<file path="src/rtl/sdp_ram_streamer_pkg.sv">
// Shared types and width helpers for the RAM-to-AXI-Stream frame streamer.
package sdp_ram_streamer_pkg;

    typedef enum logic [1:0] {
        IDLE  = 2'd0,
        ISSUE = 2'd1,
        DRAIN = 2'd2
    } state_t;

    function automatic int addr_w(input int depth);
        return (depth > 1) ? $clog2(depth) : 1;
    endfunction

    function automatic int cnt_w(input int fifo_depth);
        return $clog2(fifo_depth + 1);
    endfunction

endpackage

</file>
<file path="src/rtl/stream_skid_fifo.sv">
// First-word-fall-through FIFO with occupancy count.
// Latency: a written word is visible at rd_dat the cycle after the write edge.
// Backpressure: writer must respect count (no full flag); pop only when rd_vld && rd_rdy.
module stream_skid_fifo
    import sdp_ram_streamer_pkg::*;
#(
    parameter int DW    = 512,
    parameter int DEPTH = 4,
    parameter int CW    = cnt_w(DEPTH)
) (
    input  logic          clk,
    input  logic          resetn,
    input  logic          wr_vld,
    input  logic [DW-1:0] wr_dat,
    output logic          rd_vld,
    output logic [DW-1:0] rd_dat,
    input  logic          rd_rdy,
    output logic [CW-1:0] count
);

    localparam int PW = addr_w(DEPTH);

    logic [DW-1:0] mem [DEPTH];
    logic [PW-1:0] wr_ptr;
    logic [PW-1:0] rd_ptr;
    logic          pop;

    assign rd_vld = (count != '0);
    assign rd_dat = mem[rd_ptr];
    assign pop    = rd_vld && rd_rdy;

    // Depth need not be a power of two, so pointers wrap explicitly.
    function automatic logic [PW-1:0] ptr_inc(input logic [PW-1:0] p);
        return (p == PW'(DEPTH - 1)) ? '0 : p + PW'(1);
    endfunction

    always_ff @(posedge clk) begin
        if (wr_vld) begin
            mem[wr_ptr] <= wr_dat;
        end
    end

    always_ff @(posedge clk or negedge resetn) begin
        if (!resetn) begin
            wr_ptr <= '0;
            rd_ptr <= '0;
            count  <= '0;
        end else begin
            if (wr_vld) begin
                wr_ptr <= ptr_inc(wr_ptr);
            end
            if (pop) begin
                rd_ptr <= ptr_inc(rd_ptr);
            end
            count <= count + CW'(wr_vld) - CW'(pop);
        end
    end

endmodule

</file>
<file path="src/rtl/sdp_ram_streamer.sv">
// Reads FRAME_WORDS words from the RAM read port per start pulse and emits them as one AXI4-Stream frame.
// Latency: first TVALID RD_LAT+2 cycles after the start edge, then one beat per cycle.
// Backpressure: TREADY low holds the FIFO head; reads are throttled so in-flight plus queued never exceeds FIFO_DEPTH.
module sdp_ram_streamer
    import sdp_ram_streamer_pkg::*;
#(
    parameter int DW          = 512,
    parameter int DD          = 16384,
    parameter int FRAME_WORDS = DD,
    parameter int RD_LAT      = 2,
    parameter int FIFO_DEPTH  = RD_LAT + 2
) (
    input  logic                  clk,
    input  logic                  resetn,
    input  logic                  start,
    output logic [addr_w(DD)-1:0] addrb,
    input  logic [DW-1:0]         dob,
    output logic                  busy,
    output logic                  overrun,
    output logic [31:0]           frame_count,
    output logic [DW-1:0]         AXIS_TDATA,
    output logic                  AXIS_TVALID,
    output logic                  AXIS_TLAST,
    input  logic                  AXIS_TREADY
);

    localparam int AW = addr_w(DD);
    localparam int CW = cnt_w(FIFO_DEPTH);
    localparam logic [AW-1:0] LAST_IDX = AW'(FRAME_WORDS - 1);

    state_t            state;
    logic [RD_LAT-1:0] tag_pipe;
    logic [CW-1:0]     inflight;
    logic [CW-1:0]     fifo_count;
    logic [AW-1:0]     beat_idx;
    logic              issue;
    logic              tag_exit;
    logic              beat_hs;
    logic              last_hs;

    // Credit: every issued read owns a FIFO slot from issue until it is popped.
    assign issue    = (state == ISSUE) &&
                      (({1'b0, inflight} + {1'b0, fifo_count}) < (CW+1)'(FIFO_DEPTH));
    assign tag_exit = tag_pipe[RD_LAT-1];
    assign beat_hs  = AXIS_TVALID && AXIS_TREADY;
    assign AXIS_TLAST = AXIS_TVALID && (beat_idx == LAST_IDX);
    assign last_hs  = beat_hs && AXIS_TLAST;

    stream_skid_fifo #(
        .DW    (DW),
        .DEPTH (FIFO_DEPTH),
        .CW    (CW)
    ) u_fifo (
        .clk    (clk),
        .resetn (resetn),
        .wr_vld (tag_exit),
        .wr_dat (dob),
        .rd_vld (AXIS_TVALID),
        .rd_dat (AXIS_TDATA),
        .rd_rdy (AXIS_TREADY),
        .count  (fifo_count)
    );

    always_ff @(posedge clk or negedge resetn) begin
        if (!resetn) begin
            tag_pipe <= '0;
            inflight <= '0;
            beat_idx <= '0;
        end else begin
            tag_pipe <= (tag_pipe << 1) | RD_LAT'(issue);
            inflight <= inflight + CW'(issue) - CW'(tag_exit);
            if (last_hs) begin
                beat_idx <= '0;
            end else if (beat_hs) begin
                beat_idx <= beat_idx + AW'(1);
            end
        end
    end

    always_ff @(posedge clk or negedge resetn) begin
        if (!resetn) begin
            state       <= IDLE;
            addrb       <= '0;
            busy        <= 1'b0;
            overrun     <= 1'b0;
            frame_count <= '0;
        end else begin
            overrun <= 1'b0;
            case (state)
                IDLE: begin
                    if (start) begin
                        state <= ISSUE;
                        addrb <= '0;
                        busy  <= 1'b1;
                    end
                end
                ISSUE: begin
                    // addrb parks on the last index so it never leaves the frame.
                    if (issue) begin
                        if (addrb == LAST_IDX) begin
                            state <= DRAIN;
                        end else begin
                            addrb <= addrb + AW'(1);
                        end
                    end
                    if (start) begin
                        overrun <= 1'b1;
                    end
                end
                DRAIN: begin
                    if (last_hs) begin
                        frame_count <= frame_count + 32'd1;
                        if (start) begin
                            state <= ISSUE;
                            addrb <= '0;
                        end else begin
                            state <= IDLE;
                            busy  <= 1'b0;
                        end
                    end else if (start) begin
                        overrun <= 1'b1;
                    end
                end
                default: begin
                    state <= IDLE;
                    busy  <= 1'b0;
                end
            endcase
        end
    end

endmodule

</file>
<file path="config.mk">
export PLATFORM = sky130hd
export DESIGN_NAME = sdp_ram_streamer
export DESIGN_NICKNAME = d
export VERILOG_FILES = /design/src/rtl/sdp_ram_streamer_pkg.sv /design/src/rtl/stream_skid_fifo.sv /design/src/rtl/sdp_ram_streamer.sv
export SDC_FILE = /design/constraint.sdc
export NUM_CORES = 1
export LEC_CHECK = 0
export CORE_AREA = 2 2 424 426
export DETAILED_ROUTE_END_ITERATION = 16
export DIE_AREA = 0 0 426 428
export GPL_TIMING_DRIVEN = 0
export HOLD_SLACK_MARGIN = 0.05
export PLACE_DENSITY = 0.66
export SYNTH_ARGS = -nofsm -noshare
export SYNTH_HDL_FRONTEND = slang
export SYNTH_SLANG_ARGS = --single-unit
</file>
<file path="constraint.sdc">
create_clock -name clk -period 41.9 [get_ports clk]
set_clock_uncertainty 0.1 [all_clocks]
set_input_delay 4.19 -clock clk [delete_from_list [all_inputs] [get_ports clk]]
set_output_delay 4.19 -clock clk [all_outputs]
set_load 0.01 [all_outputs]
</file>
Word level (Yosys, flattened, before mapping):

Memory sizes are Yosys's and may differ from the RTL's.
Cells that the tools add are included.

* $add $sub $neg: 10
* $lt $le $gt $ge: 1
* eq/ne operators: 12
* multiplexer cells: 24
* bitwise operators: 2
* reduce and logical (&&, ||, !) cells: 12

Operators with widths (number)
* 14-bit 2-to-1 mux: 6
* 14-bit one-hot mux with 3 select lines: 1
* 32-bit by 1-bit adder with 32-bit output (second input constant): 1
* 14-bit by 1-bit adder with 14-bit output (second input constant): 2
* 14-bit == test (second input constant): 2
* 2-bit 2-to-1 mux: 6
* 4-bit AND reduction: 3
* 2-bit inequality test (second input constant): 5
* 1-bit 2-to-1 mux: 8
* 3-bit by 1-bit adder with 3-bit output: 2
* 2-bit == test (second input constant): 3
* 2-bit one-hot mux with 3 select lines: 1
* 3-bit nonzero test: 2
* 3-bit by 1-bit subtractor with 3-bit output: 2
* 2-bit by 1-bit adder with 2-bit output (second input constant): 2
* 3-bit by 3-bit adder with 4-bit output: 1
* 1-bit logical AND: 4
* 4-bit by 3-bit < comparator with 1-bit output (second input constant): 1
* 1-bit one-hot mux with 3 select lines: 1
* 2-bit by 1-bit == test with 1-bit output (second input constant): 1
* 2-bit logical NOT: 1
* 2-bit by 1-bit inequality test with 1-bit output (second input constant): 1
* 2-bit by 1-bit bitwise OR with 2-bit output: 1
* 1-bit one-hot mux with 2 select lines: 1
* 3 further kinds: 3

* register bits after elaboration: 76
* RAM bits: 2048
* bits of input ports: 516
* output and inout bits: 562
* word-level logic and storage cells: 73
* memories kept: 1

Memories
* u_fifo.mem: words 4, bits a word 512, rd ports 1, clocked after memory_dff 0, wr ports 1, line stream_skid_fifo.sv:23 `logic [DW-1:0] mem [DEPTH];`

Logic depth before layout (Yosys ltp):

* depth after elaboration: 5
* depth in mapped cells: 11
* mapped depth without buffers: 9

Modules after synthesis:

Synthesis repeated with hierarchy kept, for this count alone.

* cell total of the unflattened synthesis: 3075
* area, all modules: 77944.8 µm²

Modules (own cells, without submodules)
* stream_skid_fifo: times used 1, cells an instance 2711, area an instance 74326.3 µm², seq. area each 61674.2 µm²
* sdp_ram_streamer: times used 1, cells an instance 364, area an instance 3618.5 µm², seq. area each 1726.7 µm²

Worst setup path before layout:

Ideal clock, no wire load.

* kind: reg2reg
* start: register u_fifo.wr_ptr[0]
* end: memory u_fifo.mem[0][0], enable pin
* library setup time: 941 ps
* arrival time: 12155 ps
* required time: 40859 ps
* path slack: 28704 ps
* stages on the path, launching flop included: 4
* buffers on the path: 0
* period minus slack after synthesis: 13196 ps
* cell sequence: dfrtp_1 > inv_1 > ha_1 > and2_1

RTL lines
* start, declared: line stream_skid_fifo.sv:24 `logic [PW-1:0] wr_ptr;`
* start signal, assigned: line stream_skid_fifo.sv:50 `wr_ptr <= ptr_inc(wr_ptr);`
* end, declared: line stream_skid_fifo.sv:23

Straight into the memory's write port.

Final worst setup path:

* start: register u_fifo.rd_ptr[1]
* end: output port AXIS_TDATA[314]

* word-level cells in the longest chain between the ends: 1

RTL lines
* start, declared: line stream_skid_fifo.sv:25 `logic [PW-1:0] rd_ptr;`
* start signal, assigned: line stream_skid_fifo.sv:53 `rd_ptr <= ptr_inc(rd_ptr);`
* memory 4 x 512 bit
* end, declared: line sdp_ram_streamer.sv:21 `output logic [DW-1:0] AXIS_TDATA,`

No other way between the ends.

==> qor.csv <==
stage,metric,value,unit
status,outcome,"finished, final reports clean",
cts,cts_resized,0,
cts,clkSinkCount,2124,
worst_setup_path,path_max_fanout,10,
routing,drtIter0Drc,3230,
cts,cts_max_level,4,
global_routing,grt_first_pass_wirelength,279000,um
floorplan,die_h,428,um
worst_setup_path,endpoint_kind,output pin,
synth,synth_edf_count,2048,
floorplan,initial_core_util,43.6,%
synth,synthTopCellsByArea,"edfxtp_1, mux4_2, dfrtp_1, buf_2, xnor2_1",
final_layout,drive_gt1_share,19.8,%
timing,finalSetupTns,0,ns
timing,maxSlewHeadroom,12.0,%
cts,clockBufferDepth,3,
pwr,peakVddDrop,0.0000483,V
timing,tightest_slew,1.32,ns
floorplan,design.core.area,0.178,sq mm
global_routing,antenna_found_initial,61,
routing,via_per_inst,5.35,
global_routing,grt_usage,21.4,%
worst_setup_path,start_kind,flip-flop,
worst_setup_path,crit_type,flip-flop to output pin,
worst_setup_path,r2r_slack,38.36,ns
cts,cts_buffers,212,
routing,drt_pass1_iterations,7,
hold_path,hold_class,flip-flop to flip-flop,
place,routabilityCongestion,0.812,
cts,clk_latency,0.86,ns
routing,routed_wl,197000,um
timing,slew_violations,0,
floorplan,rows,155,
global_routing,grt_max_degree,56,
synth,async_flop_share,3.58,%
synth,synth_top_cell_area_share,79.3,%
synth,yosysSeqAreaShare,81.8,%
cts,cts.clk_slew.worst_paths,0.06,ns
timing,rsz0062_at_grt,false,
final_layout,final_cell_area,0.0992,sq mm
cts,cts-root-buf,clkbuf_16,
synth,synthTopCellsByCount,"edfxtp_1, mux4_2, dfrtp_1, buf_2",
worst_setup_path,crit_slowest_cell,clkbuf_1,
synth,ys_ff_latch,2124,
global_routing,overflow,0,
final_layout,nets,4946,
synth,syn_area_per_cell,25.2,sq um
synth,synth_area_leader_cell,edfxtp_1,
floorplan,die-width,426,um
worst_setup_path,cp_data_arrival_time,4.91,ns
place,dp_hpwl,137000,um
place,io_buffers,1077,
final_layout,synthToLayoutAreaGrowth,27.9,%
timing,min_period,9.20,ns
synth,synth.distinct_cells,50,
worst_setup_path,path_common_cell,clkbuf_1,
worst_setup_path,worst_path_largest_cell_delay,0.97,ns
synth,syn_area,0.0775,sq mm
synth,synthFlopType,edfxtp_1,
place,placedInstanceArea,0.0925,sq mm
pwr,power_density,65.0,mW/mm^2
routing,wl_per_cell,28.2,um
synth,yosysMostFrequentCell,edfxtp_1,
worst_setup_path,crit_required,37.61,ns
global_routing,grt_pass1_vias,38600,
floorplan,boundaryPins,1078,
timing,period_share,22.0,%
cts,post_cts_buffers,0,
routing,post-route-drc-count,0,
worst_setup_path,crit_chain,clkbuf_1 -> clkbuf_1 -> clkbuf_1 -> mux4_2 -> clkdlybuf4s50_1,
cts,cts_tree,yes,
routing,antenna_left,0,
synth,synthCells,3075,
timing,hold_viol,0,
routing,vias,37300,
pwr,p_leak,31.6,nW
floorplan,dieArea,0.182,sq mm
flow_run,cap_violations,0,
timing,finalSetupViolCount,0,
timing,max_freq,109,MHz
final_layout,fillers,13200,
synth,ys_warn_count,0,
synth,syn-num-nets,3611,
cts,holdBufCountCts,0,
## final cells by class
class	count	area, sq um	share of cell area, %
timing repair buffer	1121	12000	12.1
antenna	33	82.6	0.0833
sequential	2124	63400	63.9
clock buffer	278	5590	5.64
clock inverter	111	1030	1.04
multi-input combinational	807	13500	13.6
inverter	21	78.8	0.0795
tap	2355	2950	2.97
buffer	123	539	0.544
## worst max-delay path: cells and delay by family (launching register included)
kind     cells  cell delay, ns
buf+inv      4            3.32
flops        1            0.34
mux          1            0.37
## stage by stage
stage          cells  power (mW)  setup WS (ns)  util, %  hold WS (ns)
6_report        6973        6.45          32.70     55.8         0.230
5_1_grt         6968        6.69          32.25     55.8         0.255
4_1_cts         6940        6.54          32.15     55.8         0.225
3_5_place_dp    6551        4.73          33.15     52.0         0.239
3_3_place_gp    6507        4.91          18.25     51.4         0.234
2_1_floorplan   3075        3.72          28.70        -         0.231
## flip-flops by register name, indices dropped and copies added (netlist names), 3 cells and up
| name | count |
|---|---|
| beat_idx | 14 |
| addrb | 14 |
| inflight | 3 |
| u_fifo.mem | 2048 |
| frame_count | 32 |
| u_fifo.count | 3 |
## where the power goes
part	leakage, nW	switching, mW	internal (mW)
logic	8.94	1.04	1.03
registers	19.5	0.0466	2.54
clock network	3.21	0.787	1.01
## cell usage in the layout, fill, tap and decap left out, types with 11 or more instances in the layout
| master | synthesis | routed |
|---|---|---|
| bufinv_16 | 0 | 11 |
| nand2_1 | 43 | 43 |
| inv_1 | 21 | 21 |
| clkdlybuf4s50_1 | 0 | 1076 |
| nand3_1 | 33 | 33 |
| clkinv_2 | 0 | 32 |
| ha_1 | 18 | 18 |
| clkinv_1 | 0 | 46 |
| nor3_1 | 17 | 17 |
| nor2_1 | 22 | 22 |
| clkbuf_16 | 0 | 212 |
| o21ai_0 | 19 | 19 |
| diode_2 | 0 | 33 |
| buf_16 | 0 | 42 |
| buf_1 | 24 | 24 |
| mux4_2 | 512 | 512 |
| xnor2_1 | 27 | 27 |
| xor2_1 | 16 | 16 |
| edfxtp_1 | 2048 | 2048 |
| dfrtp_1 | 76 | 76 |
| buf_2 | 55 | 55 |
| clkbuf_1 | 43 | 104 |
## cells by family (layout without fill, tap and decap cells)
kind of cell	Yosys count	after routing	synth area share [%]
and+or+nand+nor	179	179	1.26
muxes	514	514	14.9
other	0	33	0
adders and majority gates	20	20	0.342
xor gates and xnor gates	43	43	0.486
DFF	2124	2124	81.8
buffers and inverters	144	1654	0.796
AOI/OAI and AO/OA	51	51	0.441
## path summary, 6_finish.rpt
check / startpoint / endpoint / cells after the start
setup / recovery: u_fifo.rd_ptr[1] / AXIS_TDATA[314] / 5
hold / removal: tag_pipe[0] / tag_pipe[1] / 0
setup reg to reg: state[1] / inflight[2] / 11
hold reg to reg: tag_pipe[0] / tag_pipe[1] / 0
max in group asynchronous: resetn / inflight[2] / 2
min in group asynchronous: resetn / addrb[8] / 1
## per-layer routing
metal | GRT usage, % | vias up | routed length (um)
li1 | - | 16000 | -
met1 | 25.8 | 19700 | 73200
met2 | 36.3 | 1230 | 103000
met3 | 5.83 | 335 | 13500
met4 | 8.75 | 26 | 6840
met5 | 0 | - | 170
Note: power is estimated with default switching activity, not from simulation.
